==> config.mk <==
export PLATFORM = sky130hd
export DESIGN_NAME = ysyx_23060236_btb_ctrl
export DESIGN_NICKNAME = d
export VERILOG_FILES = /design/src/rtl/ysyx_23060236_btb_ctrl_pkg.sv /design/src/rtl/ysyx_23060236_btb_updq.sv /design/src/rtl/ysyx_23060236_btb_ctrl.sv
export SDC_FILE = /design/constraint.sdc
export NUM_CORES = 1
export LEC_CHECK = 0
export BUFFER_PORTS_ARGS = -buffer_cell sky130_fd_sc_hd__clkbuf_2
export CAP_MARGIN = 10
export CORE_UTILIZATION = 40
export CTS_CLUSTER_SIZE = 20
export DETAILED_ROUTE_END_ITERATION = 6
export SYNTH_ARGS = -nofsm -noshare
export SYNTH_HDL_FRONTEND = slang
export SYNTH_HIERARCHICAL = 1
export SYNTH_SLANG_ARGS = --single-unit
export TNS_END_PERCENT = 20
==> constraint.sdc <==
create_clock -name clock -period 3.6 [get_ports clock]
set_input_delay 0.18 -clock clock [delete_from_list [all_inputs] [get_ports clock]]
set_output_delay 0.18 -clock clock [all_outputs]
set_load 0.05 [all_outputs]
==> src/rtl/ysyx_23060236_btb_ctrl_pkg.sv <==
`default_nettype none
// ============================================================================
// ysyx_23060236_btb_ctrl_pkg : shared widths and FSM encodings for BTB control
// Rev 1.0
// ============================================================================
package ysyx_23060236_btb_ctrl_pkg;

    localparam int DEF_ADDR_LEN = 32;
    localparam int DEF_QDEPTH   = 2;
    localparam int DEF_CNT_LEN  = 32;

    typedef enum logic [0:0] {
        ST_RUN   = 1'b0,
        ST_REDIR = 1'b1
    } btb_ctrl_state_e;

endpackage
`default_nettype wire

==> src/rtl/ysyx_23060236_btb_updq.sv <==
`default_nettype none
// ============================================================================
// ysyx_23060236_btb_updq : coalescing FIFO of pending BTB training writes
// Rev 1.0
// ============================================================================
module ysyx_23060236_btb_updq
    import ysyx_23060236_btb_ctrl_pkg::*;
#(
    parameter int ADDR_LEN = DEF_ADDR_LEN,
    parameter int QDEPTH   = DEF_QDEPTH
) (
    input  logic                clock,
    input  logic                reset,
    input  logic                upd_valid,
    input  logic [ADDR_LEN-1:0] upd_pc,
    input  logic [ADDR_LEN-1:0] upd_target,
    input  logic                pop,
    output logic [ADDR_LEN-1:0] head_pc,
    output logic [ADDR_LEN-1:0] head_target,
    output logic                full,
    output logic                empty
);

    localparam int PW = $clog2(QDEPTH);
    localparam int CW = PW + 1;

    logic [ADDR_LEN-1:0] pc_q  [QDEPTH];
    logic [ADDR_LEN-1:0] pc_d  [QDEPTH];
    logic [ADDR_LEN-1:0] tgt_q [QDEPTH];
    logic [ADDR_LEN-1:0] tgt_d [QDEPTH];
    logic [PW-1:0]       head_q, head_d;
    logic [PW-1:0]       tail_q, tail_d;
    logic [CW-1:0]       cnt_q, cnt_d;

    logic                w_hit;
    logic [PW-1:0]       w_hit_idx;
    logic                w_push;

    // A slot is live when its distance from head is below count. The head
    // being popped this cycle is excluded so a fresh target is never lost.
    always_comb begin
        w_hit     = 1'b0;
        w_hit_idx = '0;
        for (int i = QDEPTH - 1; i >= 0; i--) begin
            if ((CW'(PW'(i) - head_q) < cnt_q) && (pc_q[i] == upd_pc) &&
                !(pop && (PW'(i) == head_q))) begin
                w_hit     = 1'b1;
                w_hit_idx = PW'(i);
            end
        end
    end

    always_comb begin
        pc_d   = pc_q;
        tgt_d  = tgt_q;
        head_d = head_q;
        tail_d = tail_q;
        w_push = 1'b0;
        if (upd_valid) begin
            if (w_hit) begin
                tgt_d[w_hit_idx] = upd_target;
            end else begin
                pc_d[tail_q]  = upd_pc;
                tgt_d[tail_q] = upd_target;
                tail_d        = tail_q + PW'(1);
                w_push        = 1'b1;
            end
        end
        if (pop) begin
            head_d = head_q + PW'(1);
        end
        cnt_d = cnt_q + CW'(w_push) - CW'(pop);
    end

    always_ff @(posedge clock) begin
        if (reset) begin
            for (int i = 0; i < QDEPTH; i++) begin
                pc_q[i]  <= '0;
                tgt_q[i] <= '0;
            end
            head_q <= '0;
            tail_q <= '0;
            cnt_q  <= '0;
        end else begin
            pc_q   <= pc_d;
            tgt_q  <= tgt_d;
            head_q <= head_d;
            tail_q <= tail_d;
            cnt_q  <= cnt_d;
        end
    end

    assign head_pc     = pc_q[head_q];
    assign head_target = tgt_q[head_q];
    assign full        = (cnt_q == CW'(QDEPTH));
    assign empty       = (cnt_q == '0);

endmodule
`default_nettype wire

==> src/rtl/ysyx_23060236_btb_ctrl.sv <==
`default_nettype none
// ============================================================================
// ysyx_23060236_btb_ctrl : branch resolution, IFU redirect and BTB training
// Rev 1.0
// ============================================================================
module ysyx_23060236_btb_ctrl
    import ysyx_23060236_btb_ctrl_pkg::*;
#(
    parameter int ADDR_LEN = DEF_ADDR_LEN,
    parameter int QDEPTH   = DEF_QDEPTH,
    parameter int CNT_LEN  = DEF_CNT_LEN
) (
    input  logic                clock,
    input  logic                reset,
    input  logic                ex_valid,
    output logic                ex_ready,
    input  logic [ADDR_LEN-1:0] ex_pc,
    input  logic                ex_is_cf,
    input  logic                ex_taken,
    input  logic [ADDR_LEN-1:0] ex_target,
    input  logic [ADDR_LEN-1:0] pred_npc,
    output logic                redirect_valid,
    output logic [ADDR_LEN-1:0] redirect_pc,
    input  logic                redirect_ready,
    input  logic                wr_block,
    output logic                btb_wvalid,
    output logic [ADDR_LEN-1:0] btb_awaddr,
    output logic [ADDR_LEN-1:0] btb_wdata,
    output logic [CNT_LEN-1:0]  perf_miss,
    output logic [CNT_LEN-1:0]  perf_upd
);

    btb_ctrl_state_e     state_q, state_d;
    logic                redirect_valid_q, redirect_valid_d;
    logic [ADDR_LEN-1:0] redirect_pc_q, redirect_pc_d;
    logic [CNT_LEN-1:0]  perf_miss_q, perf_miss_d;
    logic [CNT_LEN-1:0]  perf_upd_q, perf_upd_d;

    logic                w_q_full;
    logic                w_q_empty;
    logic                w_accept;
    logic                w_miss;
    logic                w_need_upd;
    logic [ADDR_LEN-1:0] w_actual_npc;

    assign w_actual_npc = (ex_is_cf & ex_taken) ? ex_target : (ex_pc + ADDR_LEN'(4));
    assign ex_ready     = (state_q == ST_RUN) & ~w_q_full;
    assign w_accept     = ex_valid & ex_ready;
    assign w_miss       = w_accept & (w_actual_npc != pred_npc);
    // Not-taken mispredicts only redirect: the BTB has no way to invalidate.
    assign w_need_upd   = w_accept & ex_is_cf & ex_taken & (pred_npc != ex_target);
    assign btb_wvalid   = ~w_q_empty & ~wr_block;

    ysyx_23060236_btb_updq #(
        .ADDR_LEN (ADDR_LEN),
        .QDEPTH   (QDEPTH)
    ) u_updq (
        .clock       (clock),
        .reset       (reset),
        .upd_valid   (w_need_upd),
        .upd_pc      (ex_pc),
        .upd_target  (ex_target),
        .pop         (btb_wvalid),
        .head_pc     (btb_awaddr),
        .head_target (btb_wdata),
        .full        (w_q_full),
        .empty       (w_q_empty)
    );

    always_comb begin
        state_d          = state_q;
        redirect_valid_d = redirect_valid_q;
        redirect_pc_d    = redirect_pc_q;
        case (state_q)
            ST_RUN: begin
                if (w_miss) begin
                    state_d          = ST_REDIR;
                    redirect_valid_d = 1'b1;
                    redirect_pc_d    = w_actual_npc;
                end
            end
            ST_REDIR: begin
                if (redirect_ready) begin
                    state_d          = ST_RUN;
                    redirect_valid_d = 1'b0;
                end
            end
            default: begin
                state_d          = ST_RUN;
                redirect_valid_d = 1'b0;
            end
        endcase

        perf_miss_d = (w_miss && !(&perf_miss_q)) ? perf_miss_q + CNT_LEN'(1) : perf_miss_q;
        perf_upd_d  = (btb_wvalid && !(&perf_upd_q)) ? perf_upd_q + CNT_LEN'(1) : perf_upd_q;
    end

    always_ff @(posedge clock) begin
        if (reset) begin
            state_q          <= ST_RUN;
            redirect_valid_q <= 1'b0;
            redirect_pc_q    <= '0;
            perf_miss_q      <= '0;
            perf_upd_q       <= '0;
        end else begin
            state_q          <= state_d;
            redirect_valid_q <= redirect_valid_d;
            redirect_pc_q    <= redirect_pc_d;
            perf_miss_q      <= perf_miss_d;
            perf_upd_q       <= perf_upd_d;
        end
    end

    assign redirect_valid = redirect_valid_q;
    assign redirect_pc    = redirect_pc_q;
    assign perf_miss      = perf_miss_q;
    assign perf_upd       = perf_upd_q;

endmodule
`default_nettype wire

==> results.toml, run 1 <==
[timing]
period_needed_ns = 3.45
tightest_slew_ns = 0.823
clock.fmax_mhz = 290
fin_worst_skew_ns = 0.0152
fin_crit_sh_pct = 95.9
tns_ns = 0
setup_slack_ns = 0.147
setup_viol = 0
hold_viol_final = 0
rsz0062_at_grt = "no"
relSlewSlack_pct = 43.7
finalMaxSlewViolations = 0

[clock_network]
numClockSinks = 230
clockBufferDepth = 3
path_clk_slew_ns = 0.06
post_cts_buffers = 0
htreeDepth = 1
clockRootBuffer = "clkbuf_16"
ctsResizeCount = 0
cts_tree = "yes"
clk_latency_ns = 0.54
cts_buffers = 26
hold_buffers = 20

[power_and_ir_drop]
pwr_density_cell_nw_per_um2 = 447
p_leak_nw = 7.35
vdd_drop_max_v = 0.000341

[logic_synthesis]
syn_area_um2 = 13700
synthXorXnorAreaFrac_pct = 11.1
syn_area_per_cell_um2 = 8.85
synth_area_leaders = "dfxtp_1, mux2i_1, nand2b_1"
syn_inst = 1549
synth.most_common_cell = "dfxtp_1"
netlist.area_leader.share_pct = 33.6
synth_top_family_by_area = "simple AND/OR/NAND/NOR gates"
synthAdderAreaFrac_pct = 0.456
synth_common_cells = "dfxtp_1, nand2b_1, mux2i_1"
synth_compound_area_share_pct = 7.54
async_flop_share_pct = 0
muxShareOfSynthArea_pct = 16.2
synth_warnings = 6
synth-edff-count = 0
ys_ff_latch = 230
ys_seq_area_share_pct = 33.6
synth_top_cell_by_area = "dfxtp_1"
synth.distinct_cells = 86
synth_ff_type = "dfxtp_1"
yosys.area_share.simple_pct = 27.3
syn-num-nets = 1657

[global_route]
grt_antenna_before_repair = 4
grt_pass1_wl_um = 69500
grt_max_degree = 111
grt_use_total_pct = 25.2
grt_overflow = 0
grt_pass1_vias = 11900

[run_status]
status = "complete, no violations"

[layout]
nFillCells = 3284
layout.nets = 1945
area_growth_pct = 22.9
multi_input_area_um2 = 8620
regArea_um2 = 4610
drive_above_1_share_pct = 25.4
final_util_pct = 50.1

[routing]
drc = 0
avgRoutedWirePerCell_um = 19.8
viasPerCell = 5.37
drt_iter0_drc = 1003
ant_nets = 0
routed_wirelength_um = 45700
vias = 12400
first_pass_iters = 6

[critical_path]
reg2reg_slack_ns = 0.69
arrival_ns = 3.87
timing.rr.start = "perf_upd[11]"
critPathKind = "in2reg"
startpoint_type = "input pin"
worst_setup_path_end_kind = "flop"
ff2ff_path_depth = 10
crit_path_max_fanout = 3
crit_required_ns = 4.02
timing.rr.end = "perf_upd[23]"

[die]
num_rows = 67
die_area_um2 = 35000
die_h_um = 187
die_w_um = 187
fp.coreArea_um2 = 33600
initial_core_util_pct = 40.8
io_pins = 266

[placed_design]
pre_cts_slack_ns = 0.00564
numPortBuffers = 265
gp_congestion = 0.943
hpwl_um = 34900

[worst_hold_path]
hold_class = "in2reg"
min_from = "ex_target[0]"
min_path_cells = 3
min_delay_worst_endpoint = "redirect_pc[0]"

[job]
max_cap_violations = 0
cell type report:
class	instances	share of cell area (%)
Multi-Input combinational cell	1208	51.2
Sequential cell	230	27.3
Timing Repair Buffer	347	12.6
Clock buffer	45	4.89
Tap cell	448	3.33
Inverter	24	0.535
Clock inverter	3	0.0891
Antenna cell	3	0.0446
worst max-delay path, cell delays in order:
cell	delay [ns]
dlygate4sd3_1	0.55
clkbuf_2	0.17
xnor2_1	0.17
nand2_1	0.06
or4_1	0.53
or4b_2	0.68
nor4_1	0.25
buf_4	0.16
nor3_1	0.08
o31ai_2	0.10
or3_1	0.16
nand2_1	0.05
ha_1	0.20
xnor2_1	0.13
nor2b_1	0.13
mux2_2	0.26
logic make-up (layout without fill, tap and decap cells):
kind of cell,after synthesis,after routing
adder cells (fa/ha/maj),5,5
XOR/XNOR,172,172
buffers and inverters,111,419
flip-flops,230,230
AO/OA/AOI/OAI,155,155
other,0,3
multiplexers,213,213
AND/OR/NAND/NOR,663,663
how the worst max path moves through the flow:
stage | endpoint | slack, ns | start | cells after the start
3_5_place_dp | perf_miss[16] | 0.006 | ex_pc[2] | 13
2_1_floorplan | u_updq/cnt_q[1] | 0.30 | u_updq/cnt_q[1] | 13
5_1_grt | u_updq/cnt_q[1] | 0.02 | ex_target[13] | 16
4_1_cts | u_updq/cnt_q[1] | 0.20 | ex_target[13] | 16
3_3_place_gp | u_updq/cnt_q[1] | 0.13 | ex_target[8] | 15
6_report | u_updq/cnt_q[1] | 0.15 | ex_target[13] | 16
through the flow:
| stage | area, um2 | power [mW] | cells | hold slack (ns) |
|---|---|---|---|---|
| after floorplan | 13700 | 4.28 | 1549 | 0.339 |
| after global placement | 15800 | 4.94 | 2237 | 0.441 |
| after detailed placement | 15800 | 4.95 | 2237 | 0.449 |
| after CTS | 16800 | 7.59 | 2305 | 0.00344 |
| after global routing | 16800 | 7.84 | 2306 | 0.0129 |
| final | 16800 | 7.54 | 2308 | 0.00316 |
report_power, final:
part | switching (mW) | total (mW) | internal [mW] | leakage, nW
Clock | 1.07 | 2.61 | 1.54 | 0.414
Sequential | 0.114 | 2.81 | 2.69 | 1.86
Combinational | 1.41 | 2.12 | 0.712 | 5.08
layout by cell type, fill, tap and decap left out, types with 4 or more instances in the layout:
cell type	synthesis	routed
mux2i_1	137	137
or3_1	26	26
and2_1	5	5
o22ai_1	5	5
nor2b_1	22	22
nand2b_1	201	201
o21ai_0	29	29
clkbuf_2	1	264
buf_4	6	52
clkbuf_8	0	8
nor3_1	31	30
ha_1	5	5
nand3_1	35	35
clkbuf_16	0	27
and4_1	8	8
dfxtp_1	230	229
o211ai_1	16	16
a211oi_1	6	6
dlygate4sd3_1	0	20
nor4_1	35	34
nand4_1	33	33
a31oi_1	6	6
xor2_1	99	99
or4_1	6	6
mux2_2	73	73
a2111oi_0	4	4
a311oi_1	4	4
inv_1	24	24
a21oi_1	52	52
clkbuf_1	55	10
nand2_1	108	107
and3_1	17	17
xnor2_1	71	71
nor2_1	100	100
buf_12	0	10
nor4_2	5	6
nand3b_1	6	6
metal layers:
metal	vias to the layer above	global-route usage [%]	share of wire, %	routed length [um]
met4	2	9.05	3.6	1650
met2	399	39.3	44	20300
met1	5924	34.7	45	20500
met5	-	0	0.026	12
li1	5983	-	-	-
met3	91	4.78	7.0	3220
registers in the layout, indices dropped and copies added (netlist names):
name	flops
u_updq/tail_q	1
perf_upd	32
u_updq/head_q	1
redirect_pc	32
redirect_valid	1
state_q	1
u_updq/pc_q	64
u_updq/tgt_q	64
u_updq/cnt_q	2
perf_miss	32
(Power assumes the default switching activity.)
==> inputs of run 2 (changes only) <==
Settings changed: CELL_PAD_IN_SITES_DETAIL_PLACEMENT set to 1, CELL_PAD_IN_SITES_GLOBAL_PLACEMENT set to 2, CORE_UTILIZATION 40 to 34, GPL_TIMING_DRIVEN set to 0, PLACE_DENSITY_LB_ADDON set to 0.1.
==> run 2 against run 1 <==
  * Final cell count rose by 4.8%
  * Sequential cell count did not move
  * Fmax barely moved
  * Die area rose by 17%
  * Largest power group is now clock
  * Combinational power rose by 5%
  * Routed wire length rose by 23%
  * Clock skew fell by 0.0052 ns
  * Worst setup slack barely moved
  * Sequential share of layout area fell by 0.26 points
  * Utilization fell by 7.3 points
  * Via count rose by 2.5%
  * Clock-buffer cell count did not move
==> results.toml, run 2 (synthesized netlist as in run 1, its figures left out) <==
[run_status]
status = "complete, no violations"

[timing]
period_needed_ns = 3.45
fin_crit_sh_pct = 95.9
tns_ns = 0
finalMaxSlewViolations = 0
clock.fmax_mhz = 290
relSlewSlack_pct = 30.8
hold_viol_final = 0
fin_worst_skew_ns = 0.0100
tightest_slew_ns = 1.04
setup_slack_ns = 0.147
rsz0062_at_grt = "yes"
setup_viol = 0

[clock_network]
numClockSinks = 230
clockRootBuffer = "clkbuf_16"
htreeDepth = 1
clk_latency_ns = 0.56
path_clk_slew_ns = 0.06
cts_tree = "yes"
cts_buffers = 29
clockBufferDepth = 3

[critical_path]
cp_cell_sequence = "clkbuf_2 > buf_2 > nand4_1 > or3_1 > buf_4 > nor4_1 > mux2i_1 > o21ai_0 > o2111a_1 > o2111ai_4 > nand4_2 > nor4_1 > mux2_2"
critPathBufInv = 3
startpoint_type = "input pin"
crit_family = "simple AND/OR/NAND/NOR gates"
critical_path.most_common_cell = "nor4_1"
crit_required_ns = 4.05
arrival_ns = 3.91
critPathSlowestCell = "nor4_1"
critPathKind = "in2reg"
worst_setup_path_end_kind = "flop"
crit_path_max_fanout = 10
max_stage_delay_ns = 0.42

[routing]
routed_wirelength_um = 56000
first_pass_iters = 5
avgRoutedWirePerCell_um = 23.2
drt_iter0_drc = 580
ant_nets = 0
drc = 0
vias = 12700
viasPerCell = 5.26

[global_route]
grt_use_total_pct = 26.8
grt_antenna_before_repair = 4
grt_pass1_wl_um = 83700
grt_pass1_vias = 13300
grt_max_degree = 15
grt_overflow = 0

[job]
max_cap_violations = 0

[power_and_ir_drop]
pwr_density_cell_nw_per_um2 = 470
p_leak_nw = 7.30
vdd_drop_max_v = 0.000324

[placed_design]
pre_cts_slack_ns = -1.02
hpwl_um = 43900
gp_congestion = 0.901
numPortBuffers = 263

[layout]
layout.nets = 1982
top_regs = "u_updq/pc_q x64, u_updq/tgt_q x64"
drive_above_1_share_pct = 23.5
layout_common_cells = "clkbuf_2, dfxtp_1, nand2b_1, mux2i_1, nand2_1"
final_util_pct = 42.8
area_growth_pct = 24.0
final_common_cell = "clkbuf_2"

[die]
num_rows = 73
die_h_um = 203
io_pins = 266
die_w_um = 203
die_area_um2 = 41100
fp.coreArea_um2 = 39700
initial_core_util_pct = 34.5

[worst_hold_path]
hold_class = "in2reg"
==> run 2: cell types whose count changed in the layout (fill, tap and decap cells not counted), moves of 3 or more <==
cell,before,now
buf_12,10,0
clkbuf_1,10,60
buf_1,0,3
buf_2,0,14
buf_6,1,8
dlygate4sd3_1,20,31
buf_4,52,7
==> run 2: per-stage QoR <==
step           cell area [um2]  std cells  power (mW)  hold WS, ns
2_1_floorplan            13700       1549        4.28        0.339
3_3_place_gp             15700       2337        5.04        0.441
3_5_place_dp             15700       2337        5.06        0.447
4_1_cts                  17000       2419        8.07       0.0105
5_1_grt                  17000       2418        8.33       0.0218
6_report                 17000       2419        7.99       0.0270
==> run 2: worst paths after layout <==
path	startpoint	endpoint	slack, ns	cells after the start
min reg2reg	redirect_pc[9]	redirect_pc[9]	0.46	2
max	ex_pc[11]	perf_miss[15]	0.15	13
min	ex_pc[1]	redirect_pc[1]	0.03	3
max reg2reg	u_updq/cnt_q[0]	u_updq/cnt_q[1]	0.30	12
==> run 2: tightest hold or removal path: stages <==
cell and delay (ns):
clkbuf_2 0.18, nand2_1 0.10, a311oi_1 0.08
==> run 2: cell type report <==
class / count / area [um2]
Antenna cell: 1 / 2.50
Buffer: 86 / 429
Clock buffer: 45 / 866
Clock inverter: 5 / 82.6
Fill cell: 4758 / 22700
Inverter: 24 / 90.1
Multi-Input combinational cell: 1208 / 8640
Sequential cell: 230 / 4600
Tap cell: 525 / 657
Timing Repair Buffer: 295 / 1630
==> run 2: where the power goes <==
part	internal [mW]	switching (mW)	total, mW
clock network	1.78	1.17	2.95
registers	2.69	0.114	2.81
logic	0.686	1.55	2.23
==> run 2: per-layer routing <==
metal / routed length, um / vias to the layer above / global-route usage [%] / part of all wire (%)
li1: - / 6074 / - / -
met1: 25100 / 6262 / 34.5 / 45
met2: 26500 / 302 / 45.6 / 47
met3: 3210 / 69 / 5.60 / 5.7
met4: 1160 / 8 / 6.42 / 2.1
met5: 43 / - / 0 / 0.077
==> run 2: what timing repair did <==
item	CTS	global route
pin swaps	0	1
buffers inserted	1	0
endpoints found under the hold margin	65	0
setup endpoints to repair	97	119
gates resized for setup	4	11
hold buffers	31	0
